### src/rtl/synth_pkg.sv
// Shared types and helpers for the polyphonic voice allocator and mixer.
package synth_pkg;

   localparam int unsigned MIDI_NOTE_W = 7;
   localparam int unsigned RATE_MAX_W  = 32;
   localparam int unsigned AGE_MAX_W   = 16;

   // Fields are sized for the widest supported configuration; the top uses the low bits.
   typedef struct packed {
      logic                   on;
      logic [MIDI_NOTE_W-1:0] note;
      logic [RATE_MAX_W-1:0]  rate;
      logic [AGE_MAX_W-1:0]   age;
   } voice_state_t;

   typedef enum logic [1:0] {IDLE, LOOKUP, COMMIT} alloc_state_t;

   function automatic int unsigned ceil_log2(input int unsigned n);
      int unsigned r;
      r = 0;
      for (int k = 0; k < 31; k++) begin
         if ((32'd1 << k) < n) r = k + 1;
      end
      return r;
   endfunction

endpackage

### src/rtl/voice_mix_pipe.sv
// Two-stage mixer: sum of active voice samples, then normalising arithmetic shift.
module voice_mix_pipe
   import synth_pkg::*;
#(
   parameter int unsigned NUM_VOICES   = 8,
   parameter int unsigned SAMPLE_WIDTH = 16,
   parameter int unsigned NORM_MODE    = 1
) (
   input  logic                                   clk_in,
   input  logic                                   rst_in,
   input  logic                                   strobe_in,
   input  logic [NUM_VOICES-1:0]                  is_on_in,
   input  logic [NUM_VOICES-1:0][SAMPLE_WIDTH-1:0] samples_in,
   output logic [SAMPLE_WIDTH-1:0]                stream_out,
   output logic                                   valid_out
);

   localparam int unsigned IDX_W = $clog2(NUM_VOICES);
   localparam int unsigned SUM_W = SAMPLE_WIDTH + IDX_W;
   localparam int unsigned CNT_W = IDX_W + 1;

   logic signed [SUM_W-1:0]  sum_d, sum_q;
   logic [CNT_W-1:0]         count;
   logic [CNT_W-1:0]         shift_d, shift_q;
   logic                     v1_q, v2_q;
   logic [SAMPLE_WIDTH-1:0]  stream_q;

   always_comb begin
      sum_d = '0;
      count = '0;
      for (int i = 0; i < int'(NUM_VOICES); i++) begin
         if (is_on_in[i]) begin
            sum_d = sum_d + SUM_W'(signed'(samples_in[i]));
            count = count + CNT_W'(1);
         end
      end
      if (NORM_MODE == 0) shift_d = CNT_W'(IDX_W);
      else                shift_d = CNT_W'(ceil_log2(32'(count)));
   end

   // Stage 1 captures a new strobe while stage 2 finishes the previous one.
   always_ff @(posedge clk_in or posedge rst_in) begin
      if (rst_in) begin
         sum_q    <= '0;
         shift_q  <= '0;
         v1_q     <= 1'b0;
         v2_q     <= 1'b0;
         stream_q <= '0;
      end else begin
         v1_q <= strobe_in;
         v2_q <= v1_q;
         if (strobe_in) begin
            sum_q   <= sum_d;
            shift_q <= shift_d;
         end
         if (v1_q) stream_q <= SAMPLE_WIDTH'(sum_q >>> shift_q);
      end
   end

   assign stream_out = stream_q;
   assign valid_out  = v2_q;

endmodule

### src/rtl/poly_voice_mixer.sv
// Note-event voice allocator (retrigger / free / steal-oldest) feeding a normalising mixer.
module poly_voice_mixer
   import synth_pkg::*;
#(
   parameter int unsigned NUM_VOICES   = 8,
   parameter int unsigned SAMPLE_WIDTH = 16,
   parameter int unsigned RATE_WIDTH   = 24,
   parameter int unsigned AGE_WIDTH    = 8,
   parameter int unsigned NORM_MODE    = 1
) (
   input  logic                                   clk_in,
   input  logic                                   rst_in,
   input  logic                                   evt_valid_in,
   output logic                                   evt_ready_out,
   input  logic                                   evt_note_on_in,
   input  logic [MIDI_NOTE_W-1:0]                 evt_note_in,
   input  logic [RATE_WIDTH-1:0]                  evt_rate_in,
   output logic [NUM_VOICES-1:0]                  is_on_out,
   output logic [NUM_VOICES-1:0][RATE_WIDTH-1:0]  rate_out,
   input  logic [NUM_VOICES-1:0][SAMPLE_WIDTH-1:0] samples_in,
   input  logic                                   sample_strobe_in,
   output logic [SAMPLE_WIDTH-1:0]                stream_out,
   output logic                                   stream_valid_out,
   output logic                                   steal_out
);

   localparam int unsigned IDX_W = $clog2(NUM_VOICES);
   localparam logic [AGE_MAX_W-1:0] AGE_SAT = AGE_MAX_W'((32'd1 << AGE_WIDTH) - 32'd1);

   alloc_state_t           state_q, state_d;
   logic                   accept;
   logic                   evt_on_q;
   logic [MIDI_NOTE_W-1:0] evt_note_q;
   logic [RATE_WIDTH-1:0]  evt_rate_q;
   voice_state_t           voice_q [NUM_VOICES];
   voice_state_t           voice_d [NUM_VOICES];
   logic                   match_found_d, match_found_q, free_found_d, free_found_q;
   logic [IDX_W-1:0]       match_idx_d, match_idx_q, free_idx_d, free_idx_q;
   logic [IDX_W-1:0]       oldest_idx_d, oldest_idx_q, tgt;
   logic [AGE_MAX_W-1:0]   oldest_age;
   logic                   steal_d, steal_q;

   assign evt_ready_out = (state_q == IDLE);
   assign accept        = evt_valid_in & evt_ready_out;
   assign steal_out     = steal_q;

   always_comb begin
      state_d = state_q;
      case (state_q)
         IDLE:    if (accept) state_d = LOOKUP;
         LOOKUP:  state_d = COMMIT;
         COMMIT:  state_d = IDLE;
         default: state_d = IDLE;
      endcase
   end

   // Descending scan so the lowest matching/free index wins.
   always_comb begin
      match_found_d = 1'b0;
      match_idx_d   = '0;
      free_found_d  = 1'b0;
      free_idx_d    = '0;
      for (int i = int'(NUM_VOICES) - 1; i >= 0; i--) begin
         if (voice_q[i].on && voice_q[i].note == evt_note_q) begin
            match_found_d = 1'b1;
            match_idx_d   = IDX_W'(i);
         end
         if (!voice_q[i].on) begin
            free_found_d = 1'b1;
            free_idx_d   = IDX_W'(i);
         end
      end
      oldest_idx_d = '0;
      oldest_age   = voice_q[0].age;
      for (int i = 1; i < int'(NUM_VOICES); i++) begin
         if (voice_q[i].age > oldest_age) begin
            oldest_age   = voice_q[i].age;
            oldest_idx_d = IDX_W'(i);
         end
      end
   end

   always_comb begin
      voice_d = voice_q;
      steal_d = 1'b0;
      tgt     = '0;
      if (state_q == COMMIT) begin
         if (evt_on_q) begin
            if (match_found_q)     tgt = match_idx_q;
            else if (free_found_q) tgt = free_idx_q;
            else begin
               tgt     = oldest_idx_q;
               steal_d = 1'b1;
            end
            for (int i = 0; i < int'(NUM_VOICES); i++) begin
               if (IDX_W'(i) == tgt) begin
                  voice_d[i].on   = 1'b1;
                  voice_d[i].note = evt_note_q;
                  voice_d[i].rate = RATE_MAX_W'(evt_rate_q);
                  voice_d[i].age  = '0;
               end else if (voice_q[i].on && voice_q[i].age != AGE_SAT) begin
                  voice_d[i].age = voice_q[i].age + AGE_MAX_W'(1);
               end
            end
         end else if (match_found_q) begin
            voice_d[match_idx_q].on  = 1'b0;
            voice_d[match_idx_q].age = '0;
         end
      end
   end

   always_ff @(posedge clk_in or posedge rst_in) begin
      if (rst_in) begin
         state_q       <= IDLE;
         evt_on_q      <= 1'b0;
         evt_note_q    <= '0;
         evt_rate_q    <= '0;
         match_found_q <= 1'b0;
         match_idx_q   <= '0;
         free_found_q  <= 1'b0;
         free_idx_q    <= '0;
         oldest_idx_q  <= '0;
         steal_q       <= 1'b0;
         for (int i = 0; i < int'(NUM_VOICES); i++) voice_q[i] <= '0;
      end else begin
         state_q <= state_d;
         if (accept) begin
            // A note-on with zero rate behaves as a note-off.
            evt_on_q   <= evt_note_on_in && (evt_rate_in != '0);
            evt_note_q <= evt_note_in;
            evt_rate_q <= evt_rate_in;
         end
         match_found_q <= match_found_d;
         match_idx_q   <= match_idx_d;
         free_found_q  <= free_found_d;
         free_idx_q    <= free_idx_d;
         oldest_idx_q  <= oldest_idx_d;
         steal_q       <= steal_d;
         voice_q       <= voice_d;
      end
   end

   always_comb begin
      is_on_out = '0;
      rate_out  = '0;
      for (int i = 0; i < int'(NUM_VOICES); i++) begin
         is_on_out[i] = voice_q[i].on;
         rate_out[i]  = voice_q[i].rate[RATE_WIDTH-1:0];
      end
   end

   voice_mix_pipe #(
      .NUM_VOICES   (NUM_VOICES),
      .SAMPLE_WIDTH (SAMPLE_WIDTH),
      .NORM_MODE    (NORM_MODE)
   ) u_mix (
      .clk_in     (clk_in),
      .rst_in     (rst_in),
      .strobe_in  (sample_strobe_in),
      .is_on_in   (is_on_out),
      .samples_in (samples_in),
      .stream_out (stream_out),
      .valid_out  (stream_valid_out)
   );

endmodule
### config.mk
export PLATFORM = sky130hd
export DESIGN_NAME = poly_voice_mixer
export DESIGN_NICKNAME = d
export VERILOG_FILES = /design/src/rtl/synth_pkg.sv /design/src/rtl/voice_mix_pipe.sv /design/src/rtl/poly_voice_mixer.sv
export SDC_FILE = /design/constraint.sdc
export NUM_CORES = 2
export LEC_CHECK = 0
export ABC_AREA = 1
export CAP_MARGIN = 25
export CORE_MARGIN = 1
export CORE_UTILIZATION = 53
export CTS_BUF_LIST = sky130_fd_sc_hd__clkbuf_8
export DETAILED_ROUTE_END_ITERATION = 7
export PLACE_DENSITY = 0.75
export SETUP_SLACK_MARGIN = 0.5
export SYNTH_ARGS = -nofsm -noshare
export SYNTH_HDL_FRONTEND = slang
export SYNTH_SLANG_ARGS = --single-unit
export TNS_END_PERCENT = 10
### constraint.sdc
create_clock -name clk_in -period 15.39 [get_ports clk_in]
set_clock_uncertainty 0.05 [all_clocks]
set_input_delay 3.078 -clock clk_in [delete_from_list [all_inputs] [get_ports clk_in]]
set_output_delay 3.078 -clock clk_in [all_outputs]
set_load 0.005 [all_outputs]
==> results.tsv <==
metric	value	unit
status	finished, violations left	
violations	DRC	
core	59200	sq um
antenna_left	0	
clk_pin_slew	60	ps
min_path_type	register to register	
synth-seq-cells	470	
cp_slowest_cell	o21ai_0	
layout-area-overhead-vs-synth	14.7	%
die_w	247	microns
startpoint_type	register	
via_per_inst	5.48	
ir_drop	0.000112	V
postCtsHoldBufs	0	
period_needed	13050	ps
clk_latency	710	ps
synth_edf_count	0	
clk_path_buf_depth	3	
synthFlopType	dfrtp_1	
grtUsageTotal	0.293	
grt_overflow	0	
p_leak	0.0176	uW
routedWlPerCell	17.1	microns
pre_cts_slack	1960	ps
slew_viol_final	0	
worst_slew_pin_slew	1050	ps
cts_tree	built	
vias	28500	
fin_tns_setup	0	ps
path_max_fanout	34	
syn_area_per_cell	7.56	sq um
hold_viol	0	
gp_congestion	0.958	
num_rows	89	
io_pins	383	
dieArea	61200	sq um
mappedNetlistNets	4639	
synthCells	4221	
slowest_delay	540	ps
root_buffer	clkbuf_8	
crit_arrival	13540	ps
start_util	0.539	
ctsResizeCount	0	
final_min_period_over_clock_period	0.848	
cts.htree.levels	3	
grt_max_degree	168	
power_density	237	nW/um^2
synthDistinctLibCells	55	
cts.sinks	470	
portBuffers	382	
relSlewSlack	0.296	
setup_slack	2340	ps
grt_pass1_vias	27200	
postCtsSetupBuffers	0	
drive_gt1_frac	0.0390	
synthArstFlopShare	1.00	
finalSetupViolCount	0	
totalWireLength	89200	microns
cpMostUsedCell	nand2_1	
die_y	247	microns
cap_violations	0	
critical_path_required	15890	ps
cts-buffers-inserted	81	
yosys_warnings	0	
layout.nets	4787	
dp_hpwl	67000	microns
yosysSeqAreaShare	0.368	
rsz0062_at_grt	false	
drtIter0Drc	2111	
syn_area	31900	sq um
stdcell_area	36600	sq um
max_freq	76.7	MHz
drc	14	
dpl-instance-area	34900	sq um
crit_type	register to register	
grt_pass1_wl	143000	microns
dr.pass1.iters	8	
cp-end-kind	register	
antenna_found_initial	6	
-- state kept, by name, indices dropped and copies added (netlist names) --
name / cells
voice_q: 184
match_found_q: 1
evt_rate_q: 24
free_found_q: 1
evt_note_q: 7
rate_out: 192
match_idx_q: 3
evt_on_q: 1
u_mix.v1_q: 1
u_mix.shift_q: 3
is_on_out: 8
u_mix.sum_q: 19
state_q: 2
u_mix.valid_out: 1
steal_out: 1
oldest_idx_q: 3
u_mix.stream_out: 16
free_idx_q: 3
-- cell type report --
type	count	area (sq um)
Fill cell	5234	22600
Clock inverter	46	272
Sequential cell	470	11800
Antenna cell	7	17.5
Multi-Input combinational cell	2923	16300
Inverter	483	1820
Timing Repair Buffer	410	4120
Tap cell	773	967
Clock buffer	99	1360
-- routing by layer --
metal  GRT usage  wire, microns  part of all wire  vias up
met2       0.467          40400              0.45      940
met1       0.388          39000              0.44    13300
li1            -              -                 -    14100
met4      0.0987           2480             0.028        0
met5           0              0                 0        -
met3      0.0737           7330             0.082      154
-- cell usage after synthesis, drive strengths merged, types with 7 or more instances --
library cell,number,area share
o211ai,12,0.0028
nand4,43,0.0084
clkinv,7,0.00082
o22ai,28,0.0055
a21o,11,0.0026
and3,7,0.0014
nand2,912,0.11
xnor2,45,0.012
a31oi,24,0.0047
fa,7,0.0044
or2,8,0.0016
a211oi,16,0.0038
buf,210,0.049
inv,476,0.056
nand3,134,0.021
a21oi,240,0.038
dfrtp,470,0.37
o21a,11,0.0026
xor2,81,0.022
o21ai,615,0.096
ha,247,0.097
o21bai,26,0.0061
o31ai,19,0.0045
nor4,23,0.0045
nor2,246,0.029
nor3,91,0.014
clkbuf,135,0.016
nor3b,12,0.0028
and2,19,0.0037
-- final timing paths --
| kind | from | endpoint | slack (ps) | cells after the start |
|---|---|---|---|---|
| max | voice_q[398] | oldest_idx_q[2] | 2340 | 70 |
| min | state_q[1] | state_q[1] | 390 | 1 |
| max reg2reg | voice_q[398] | oldest_idx_q[2] | 2340 | 70 |
| min reg2reg | state_q[1] | state_q[1] | 390 | 1 |
| max in group asynchronous | rst_in | voice_q[225] | 10400 | 4 |
| min in group asynchronous | rst_in | voice_q[276] | 2780 | 2 |
-- through the flow --
step	utilization	cells	hold slack (ps)	power (uW)
after floorplan	-	4221	302	6100
after global placement	0.589	5054	384	7330
after detailed placement	0.590	5058	388	7470
after CTS	0.618	5203	396	8660
after global routing	0.618	5209	413	9620
final	0.618	5211	392	8690
-- logic make-up after synthesis --
| group | after synthesis | synth area share |
|---|---|---|
| adder cells (fa/ha/maj) | 254 | 0.101 |
| multiplexers | 4 | 0.00125 |
| AO/OA/AOI/OAI | 1039 | 0.177 |
| XOR/XNOR | 126 | 0.0346 |
| buffers and inverters | 828 | 0.121 |
| flip-flops | 470 | 0.368 |
| AND/OR/NAND/NOR | 1500 | 0.196 |
-- layout by cell type (no fill, tap or decap), types with 19 or more instances in the layout --
cell type / Yosys / layout
nand2_1: 902 / 894
o21ai_0: 607 / 607
inv_1: 475 / 508
dfrtp_1: 470 / 470
clkdlybuf4s50_1: 0 / 382
ha_1: 247 / 247
nor2_1: 244 / 244
a21oi_1: 240 / 240
nand3_1: 133 / 133
clkbuf_8: 0 / 99
nor3_1: 91 / 91
xor2_1: 81 / 81
xnor2_1: 45 / 45
nand4_1: 43 / 43
o22ai_1: 28 / 28
o21bai_1: 26 / 26
a31oi_1: 24 / 24
nor4_1: 23 / 23
buf_4: 201 / 21
o31ai_1: 19 / 19
and2_1: 19 / 19
-- critical path, delay by kind of cell, from the launching register on --
kind            cells  cell delay [ps]
simple gates       39             5410
compound gates     17             3710
fa+ha+maj           7             2150
buf+inv             7             1190
flops               1              410
-- where the power goes --
| group | switching, uW | total (uW) | internal, uW |
|---|---|---|---|
| Sequential | 211 | 1730 | 1520 |
| Combinational | 3500 | 5820 | 2310 |
| Clock | 545 | 1150 | 605 |
| Total | 4260 | 8690 | 4440 |
Power figures use the tool's default switching activity.
